$ cat config.mk
export PLATFORM = sky130hd
export DESIGN_NAME = rvfi_bus_harness
export DESIGN_NICKNAME = d
export VERILOG_FILES = /design/src/rtl/rvfi_bus_harness.sv
export SDC_FILE = /design/constraint.sdc
export NUM_CORES = 1
export LEC_CHECK = 0
export BUFFER_PORTS_ARGS = -buffer_cell sky130_fd_sc_hd__buf_2
export CORE_ASPECT_RATIO = 0.75
export CORE_UTILIZATION = 55
export DETAILED_ROUTE_END_ITERATION = 8
export GPL_TIMING_DRIVEN = 0
export PLACE_DENSITY = 0.9
export RECOVER_POWER = 50
export SETUP_SLACK_MARGIN = 0.4
export SLEW_MARGIN = 20
export SYNTH_ARGS = -nofsm -noshare
export SYNTH_HDL_FRONTEND = slang
export SYNTH_SLANG_ARGS = --single-unit
$ cat constraint.sdc
create_clock -name clk -period 1.8 [get_ports clk]
set_input_delay 0.45 -clock clk [delete_from_list [all_inputs] [get_ports clk]]
set_output_delay 0.45 -clock clk [all_outputs]
set_load 0.05 [all_outputs]
$ cat src/rtl/rvfi_bus_harness.sv
// Bus harness: core reset sequencer, saturating cycle counter with one-shot checker
// enable, and per-channel valid/ready monitors. Optional trap gating: RVFI_BUS_HARNESS_TRAP_EN.
module rvfi_bus_harness #(
    parameter int unsigned NCH          = 1,
    parameter int unsigned XLEN         = 32,
    parameter int unsigned RESET_CYCLES = 1,
    parameter int unsigned CHECK_DEPTH  = 20,
    parameter int unsigned MAX_WAIT     = 4,
    parameter int unsigned CNT_W        = 8
) (
    input  logic                  clk,
    input  logic                  resetn,
    input  logic [NCH-1:0]        mem_valid,
    input  logic [NCH-1:0]        mem_ready,
    input  logic [NCH*XLEN-1:0]   mem_addr,
    input  logic [NCH*XLEN-1:0]   mem_wdata,
    input  logic [NCH*XLEN/8-1:0] mem_wstrb,
`ifdef RVFI_BUS_HARNESS_TRAP_EN
    input  logic                  trap,
    output logic                  env_ok,
`endif
    output logic                  core_resetn,
    output logic                  check_enable,
    output logic [CNT_W-1:0]      cycle,
    output logic [NCH-1:0]        stall_ok,
    output logic [NCH-1:0]        wait_viol,
    output logic [NCH-1:0]        stable_viol
);
    localparam int unsigned SW = XLEN / 8;
    localparam int unsigned RW = $clog2(RESET_CYCLES + 1);

    typedef enum logic {
        CH_IDLE = 1'b0,
        CH_WAIT = 1'b1
    } ch_state_e;

    logic [RW-1:0]    rst_cnt_q, rst_cnt_d;
    logic             core_resetn_q, core_resetn_d;
    logic [CNT_W-1:0] cycle_q, cycle_d;
    logic             check_enable_q, check_enable_d;
    logic             ce_fired_q, ce_fired_d;
    logic             ce_block_s;

`ifdef RVFI_BUS_HARNESS_TRAP_EN
    logic trap_seen_q, trap_seen_d;

    // A trap only counts once the core is out of reset.
    always_comb begin
        trap_seen_d = trap_seen_q | (trap & core_resetn_q);
    end

    // Sticky trap flag register.
    always_ff @(posedge clk or negedge resetn) begin
        if (!resetn) begin
            trap_seen_q <= 1'b0;
        end else begin
            trap_seen_q <= trap_seen_d;
        end
    end

    // Blocking on the next-state value suppresses an enable due on the trap edge itself.
    assign ce_block_s = trap_seen_d;
    assign env_ok     = (&stall_ok) & ~trap_seen_q;
`else
    assign ce_block_s = 1'b0;
`endif

    // Reset sequencer next state: count edges since release until the core reset lifts.
    always_comb begin
        rst_cnt_d     = rst_cnt_q;
        core_resetn_d = core_resetn_q;
        if (!core_resetn_q) begin
            rst_cnt_d = rst_cnt_q + RW'(1);
            if ((32'(rst_cnt_q) + 32'd1) >= RESET_CYCLES) begin
                core_resetn_d = 1'b1;
            end else begin
                core_resetn_d = 1'b0;
            end
        end else begin
            rst_cnt_d     = rst_cnt_q;
            core_resetn_d = 1'b1;
        end
    end

    // Saturating cycle counter next state.
    always_comb begin
        if (cycle_q == {CNT_W{1'b1}}) begin
            cycle_d = cycle_q;
        end else begin
            cycle_d = cycle_q + CNT_W'(1);
        end
    end

    // One-shot enable: the fired flag keeps a saturated count equal to CHECK_DEPTH from re-firing.
    always_comb begin
        check_enable_d = 1'b0;
        ce_fired_d     = ce_fired_q;
        if ((32'(cycle_q) == CHECK_DEPTH) && !ce_fired_q && !ce_block_s) begin
            check_enable_d = 1'b1;
            ce_fired_d     = 1'b1;
        end else begin
            check_enable_d = 1'b0;
        end
    end

    // Global sequencing/counter state registers.
    always_ff @(posedge clk or negedge resetn) begin
        if (!resetn) begin
            rst_cnt_q      <= {RW{1'b0}};
            core_resetn_q  <= 1'b0;
            cycle_q        <= {CNT_W{1'b0}};
            check_enable_q <= 1'b0;
            ce_fired_q     <= 1'b0;
        end else begin
            rst_cnt_q      <= rst_cnt_d;
            core_resetn_q  <= core_resetn_d;
            cycle_q        <= cycle_d;
            check_enable_q <= check_enable_d;
            ce_fired_q     <= ce_fired_d;
        end
    end

    assign core_resetn  = core_resetn_q;
    assign check_enable = check_enable_q;
    assign cycle        = cycle_q;

    for (genvar i = 0; i < NCH; i++) begin : g_ch
        ch_state_e        state_q, state_d;
        logic [CNT_W-1:0] wait_cnt_q, wait_cnt_d;
        logic [XLEN-1:0]  cap_addr_q, cap_addr_d;
        logic [XLEN-1:0]  cap_wdata_q, cap_wdata_d;
        logic [SW-1:0]    cap_wstrb_q, cap_wstrb_d;
        logic             wait_viol_q, wait_viol_d;
        logic             stable_viol_q, stable_viol_d;
        logic [XLEN-1:0]  addr_s, wdata_s;
        logic [SW-1:0]    wstrb_s;
        logic             changed_s;

        assign addr_s    = mem_addr[i*XLEN +: XLEN];
        assign wdata_s   = mem_wdata[i*XLEN +: XLEN];
        assign wstrb_s   = mem_wstrb[i*SW +: SW];
        // Live payload against the value captured when the request first stalled.
        assign changed_s = (addr_s != cap_addr_q) || (wdata_s != cap_wdata_q) ||
                           (wstrb_s != cap_wstrb_q);

        // Channel FSM next state, wait counting and violation detection.
        always_comb begin
            state_d       = state_q;
            wait_cnt_d    = wait_cnt_q;
            cap_addr_d    = cap_addr_q;
            cap_wdata_d   = cap_wdata_q;
            cap_wstrb_d   = cap_wstrb_q;
            wait_viol_d   = wait_viol_q;
            stable_viol_d = stable_viol_q;
            case (state_q)
                CH_IDLE: begin
                    if (mem_valid[i] && !mem_ready[i]) begin
                        state_d     = CH_WAIT;
                        wait_cnt_d  = CNT_W'(1);
                        cap_addr_d  = addr_s;
                        cap_wdata_d = wdata_s;
                        cap_wstrb_d = wstrb_s;
                    end else begin
                        state_d    = CH_IDLE;
                        wait_cnt_d = {CNT_W{1'b0}};
                    end
                end
                CH_WAIT: begin
                    if (!mem_valid[i]) begin
                        state_d       = CH_IDLE;
                        wait_cnt_d    = {CNT_W{1'b0}};
                        stable_viol_d = 1'b1;
                    end else if (mem_ready[i]) begin
                        state_d       = CH_IDLE;
                        wait_cnt_d    = {CNT_W{1'b0}};
                        stable_viol_d = stable_viol_q | changed_s;
                    end else begin
                        state_d       = CH_WAIT;
                        stable_viol_d = stable_viol_q | changed_s;
                        if (wait_cnt_q == {CNT_W{1'b1}}) begin
                            wait_cnt_d = wait_cnt_q;
                        end else begin
                            wait_cnt_d = wait_cnt_q + CNT_W'(1);
                        end
                        if (32'(wait_cnt_q) >= MAX_WAIT) begin
                            wait_viol_d = 1'b1;
                        end else begin
                            wait_viol_d = wait_viol_q;
                        end
                    end
                end
                default: begin
                    state_d    = CH_IDLE;
                    wait_cnt_d = {CNT_W{1'b0}};
                end
            endcase
        end

        // Channel state registers; reset drops any in-flight request without a violation.
        always_ff @(posedge clk or negedge resetn) begin
            if (!resetn) begin
                state_q       <= CH_IDLE;
                wait_cnt_q    <= {CNT_W{1'b0}};
                cap_addr_q    <= {XLEN{1'b0}};
                cap_wdata_q   <= {XLEN{1'b0}};
                cap_wstrb_q   <= {SW{1'b0}};
                wait_viol_q   <= 1'b0;
                stable_viol_q <= 1'b0;
            end else begin
                state_q       <= state_d;
                wait_cnt_q    <= wait_cnt_d;
                cap_addr_q    <= cap_addr_d;
                cap_wdata_q   <= cap_wdata_d;
                cap_wstrb_q   <= cap_wstrb_d;
                wait_viol_q   <= wait_viol_d;
                stable_viol_q <= stable_viol_d;
            end
        end

        assign stall_ok[i]    = (32'(wait_cnt_q) < MAX_WAIT);
        assign wait_viol[i]   = wait_viol_q;
        assign stable_viol[i] = stable_viol_q;
    end

endmodule
Word-level counts from Yosys, hierarchy flattened. Index checks and enable logic that the tools add are counted. Widths: inputs -> output; s select.

Add/sub/neg operators: 4. Multipliers: 0. Div/mod/pow operators: 0. Magnitude comparators: 3. Equality and inequality tests: 7. Shifts and indexed selects: 0. Muxes and demuxes: 13. Bitwise gates (word level): 3. Reduce and logical (&&, ||, !) cells: 8.

Operators by type and width (count): $ne 32x32->1 (2); $mux 8 (3); $add 8x1->8 const B (2); $eq 8x8->1 const B (2); $pmux 8 s2 (1); $eq 8x5->1 const B (1); $ge 8x3->1 const B (1); $lt 8x3->1 const B (1); $mux 1 (8); $ne 4x4->1 (1); $ne 4x4->1 const B (1); $reduce_and 4->1 (1); $add 1x1->2 const B (1); $ge 2x1->1 const B (1); $logic_and 1x1->1 (2); $logic_not 1->1 (2); $logic_or 1x1->1 (2); $not 1->1 (2); $pmux 1 s2 (1); $reduce_and 2->1 (1); $add 1x1->1 const B (1); $or 1x1->1 (1).

Flip-flop bits (word level): 91. Latch bits: 0. RAM bits: 0. Memory bits (read-only): 0. Bits of input ports: 72. Output and inout bits: 13. Memories kept: 0.

Longest topological paths before layout.
Depth after elaboration: 5. Depth in mapped cells: 7. Depth with buffers taken out: 6.

Worst setup path after synthesis. OpenSTA, ideal clock, no wires.

Path kind: flip-flop to output port. From: reg g_ch[0].wait_cnt_q[4]. To: out stall_ok. Data arrival time: 2.014 ns. Path slack: -0.664 ns. Stages on the path, launching flop included: 3. Path buffers: 0. Cell sequence: dfrtp_1 or4_1 nor3_1.

Longest elaborated chain between the ends: 1.

RTL lines: from (decl) (line 129) `logic [CNT_W-1:0] wait_cnt_q, wait_cnt_d;`; from (signal assigned) (line 203) `wait_cnt_q <= {CNT_W{1'b0}};`; from (signal assigned) (line 211) `wait_cnt_q <= wait_cnt_d;`; $lt 8x3->1 (line 220) `assign stall_ok[i] = (32'(wait_cnt_q) < MAX_WAIT);`; to (decl) (line 25) `output logic [NCH-1:0] stall_ok,`.

Every way passes these cells.

Worst setup path in the final report. Same ends and word-level chain as after synthesis.

==> impl_metrics.py <==
metrics = {
    "global_routing": {
        "grt_pass1_vias": 3281,
        "grt-ovfl-total": 0,
        "antenna_found_initial": 0,
        "grt_pass1_wl_mm": 16.5,
        "track_usage_pct": 26.9,
        "grt_max_degree": 52,
    },
    "sta": {
        "fin_worst_skew_ns": 0.00480,
        "rsz0062_at_grt": "true",
        "hold_viol": 0,
        "fmax_mhz": 467,
        "worst_slack_ns": -0.340,
        "maxSlewViolCount": 0,
        "slew_headroom_pct": 17.0,
        "tns_ns": -0.340,
        "min_period_over_period_pct": 119,
        "setup_viol": 1,
        "worst_pin_slew_ns": 1.24,
        "fin_crit_ns": 2.14,
    },
    "cts": {
        "cts_tree": "done",
        "cts-root-buf": "clkbuf_8",
        "hold_buffers": 0,
        "clock_latency_ns": 0.37,
        "cts_sinks": 90,
        "cts_buffers": 9,
        "clockBufferDepth": 2,
        "clk_pin_slew_ns": 0.09,
        "htreeDepth": 3,
    },
    "worst_setup_path": {
        "path_buf_inv": 1,
        "cp-end-kind": "primary output",
        "critPathKind": "flip-flop to primary output",
        "critPathMaxFanout": 2,
        "cp.required_ns": 1.35,
        "cp_slowest_cell": "or4_4",
        "path_delay_family": "simple AND/OR/NAND/NOR gates",
        "start_kind": "flip-flop",
        "cp_cell_sequence": "or4_4 -> nor3_4 -> buf_6",
        "crit_path_max_incr_delay_ns": 0.56,
        "critical_path_arrival_ns": 1.69,
    },
    "yosys": {
        "synth_top_area_cell": "dfrtp_1",
        "ys_types": 36,
        "syn_nets": 435,
        "synth_area_um2": 4300,
        "yosys_warnings": 0,
        "synth-seq-cells": 90,
        "synth_seq_area_share_pct": 52.4,
        "syn_inst": 359,
        "synth_top_area_share_pct": 52.4,
        "synth.avg_cell_area_um2": 12.0,
        "synth.area.top_cells": "dfrtp_1, mux2_2, xor2_1",
    },
    "outcome": {
        "violations": "setup timing",
        "status": "complete, but fails checks",
    },
    "final_layout": {
        "n_fill_cell": 461,
        "layout-drive-gt1-share_pct": 49.6,
        "diodes": 0,
        "multiInputGateArea_um2": 2250,
        "finish.instance_area_um2": 5720,
        "finalNetCount": 551,
        "areaGrowthSynthToFinish_pct": 33.0,
        "regArea_um2": 2270,
    },
    "placed_design": {
        "hpwl_mm": 6.98,
        "io_buffers": 84,
        "globalplace.congestion": 0.855,
        "place_area_um2": 5120,
    },
    "floorplanning": {
        "core_um2": 7470,
        "start_util_pct": 57.6,
        "num_io_pins": 85,
        "fp.dieH_um": 78.6,
        "fp.dieArea_um2": 8180,
        "die_x_um": 104,
        "fp-row-count": 27,
    },
    "run": {
        "drv_cap": 0,
    },
    "hold_path": {
        "hold_class": "primary input to flip-flop",
    },
    "detailed_routing": {
        "wl_per_cell_um": 18.6,
        "ant_nets": 0,
        "wl_mm": 10.8,
        "dr.pass1.iters": 5,
        "num_vias": 3199,
        "drc": 0,
        "avgViaCountPerCell": 5.51,
        "drt-initial-drc-count": 166,
    },
    "power": {
        "vdd_ir_drop_max_mv": 0.675,
        "p_leak_nw": 2.59,
        "powerDensity_nw_per_um2": 859,
        "finalPower_mw": 4.91,
    },
}
==> cell families after synthesis <==
kind of cell	share of synthesized area (%)
multiplexers	16.2
XOR/XNOR	12.0
flip-flops	52.4
buffers and inverters	2.79
AND/OR/NAND/NOR	10.8
AO/OA/AOI/OAI	4.57
adder cells (fa/ha/maj)	1.16
other	0.0872
==> sequential cells by signal (all words and copies together), names as in the netlist, 4 cells and up <==
signal / flops
cycle: 8
g_ch.cap_addr_q: 32
g_ch.wait_cnt_q: 8
g_ch.cap_wdata_q: 32
g_ch.cap_wstrb_q: 4
==> cell type report <==
| type | count | share of cell area, % |
|---|---|---|
| buffer | 9 | 1.97 |
| clock buffer | 11 | 2.65 |
| timing repair buffer | 105 | 12.1 |
| clock inverter | 5 | 0.918 |
| multi-input combinational | 242 | 39.4 |
| inverter | 18 | 1.18 |
| tap | 101 | 2.21 |
| sequential | 90 | 39.6 |
==> worst paths after layout <==
path                                  startpoint                 endpoint  slack [ns]  depth (start not counted)
max reg2reg                      g_ch[0].state_q  g_ch[0].cap_wdata_q[18]        0.12                          4
min in group asynchronous                 resetn   g_ch[0].cap_addr_q[27]        0.33                          1
max                        g_ch[0].wait_cnt_q[4]                 stall_ok       -0.34                          3
min                                 mem_addr[13]   g_ch[0].cap_addr_q[13]        0.32                          2
max in group asynchronous                 resetn                 cycle[4]        0.16                          2
min reg2reg                      g_ch[0].state_q    g_ch[0].wait_cnt_q[0]        0.52                          1
==> metrics by stage <==
step / hold WS [ns] / utilization (%) / setup WS, ns / std cells
final: 0.320 / 76.7 / -0.340 / 581
after global routing: 0.308 / 76.7 / -0.395 / 581
after CTS: 0.119 / 74.8 / -0.340 / 575
after detailed placement: 0.461 / 68.6 / -0.0794 / 545
after global placement: 0.460 / 68.3 / -0.674 / 544
after floorplan: 0.154 / - / -0.0340 / 359
==> worst reg2reg max path, delay by kind of cell (launching register included) <==
family	cells	cell delay, ns
buffers and inverters	2	0.80
DFF	1	0.44
and+or+nand+nor	1	0.16
AOI/OAI and AO/OA	1	0.16
==> synth_stat cells <==
master	n
dfrtp_1	90
mux2_2	62
xor2_1	35
xnor2_1	24
inv_1	18
nand2_1	15
nand4_1	12
nor2_1	12
nor2b_1	11
nor4_1	11
o21ai_0	11
nand3_1	7
a21oi_1	6
o22ai_1	5
buf_4	4
ha_1	4
a31oi_1	3
and3_1	3
buf_2	3
nor3_1	3
or4_1	3
clkbuf_1	2
or2_2	2
a2111oi_0	1
a2111oi_1	1
a221o_1	1
a222oi_1	1
and2b_1	1
and4b_1	1
and4bb_2	1
conb_1	1
nand2b_1	1
nor4bb_1	1
o211ai_1	1
o21a_1	1
o21bai_1	1
==> power breakdown <==
group	total (mW)	switching (mW)	internal [mW]
Combinational	0.985	0.418	0.568
Clock	1.43	0.718	0.710
Sequential	2.50	0.205	2.30
Total	4.91	1.34	3.57
==> placed cells by master (no fill, tap or decap), types with 11 or more instances in the layout <==
master / n
buf_2: 70
nand4_1: 12
nor2_1: 12
xor2_1: 35
buf_4: 18
clkbuf_8: 12
xnor2_1: 23
mux2_2: 26
nand2_1: 11
dfrtp_1: 79
inv_1: 14
mux2_4: 36
dfrtp_2: 11
==> repair_timing <==
| item | CTS | global route |
|---|---|---|
| pin swaps | 11 | 10 |
| buffers inserted | 14 | 6 |
| gates resized for setup | 44 | 33 |
| hold endpoints to repair | 0 | 0 |
| setup endpoints to repair | 21 | 91 |
==> metal layers <==
metal / GRT usage, % / vias to the layer above / share of wire, %
li1: - / 1485 / -
met1: 34.1 / 1598 / 43
met2: 44.6 / 94 / 50
met3: 7.31 / 22 / 5.2
met4: 10.3 / 0 / 1.9
met5: 0 / - / 0
No activity file was read; power rests on OpenSTA's default activity.
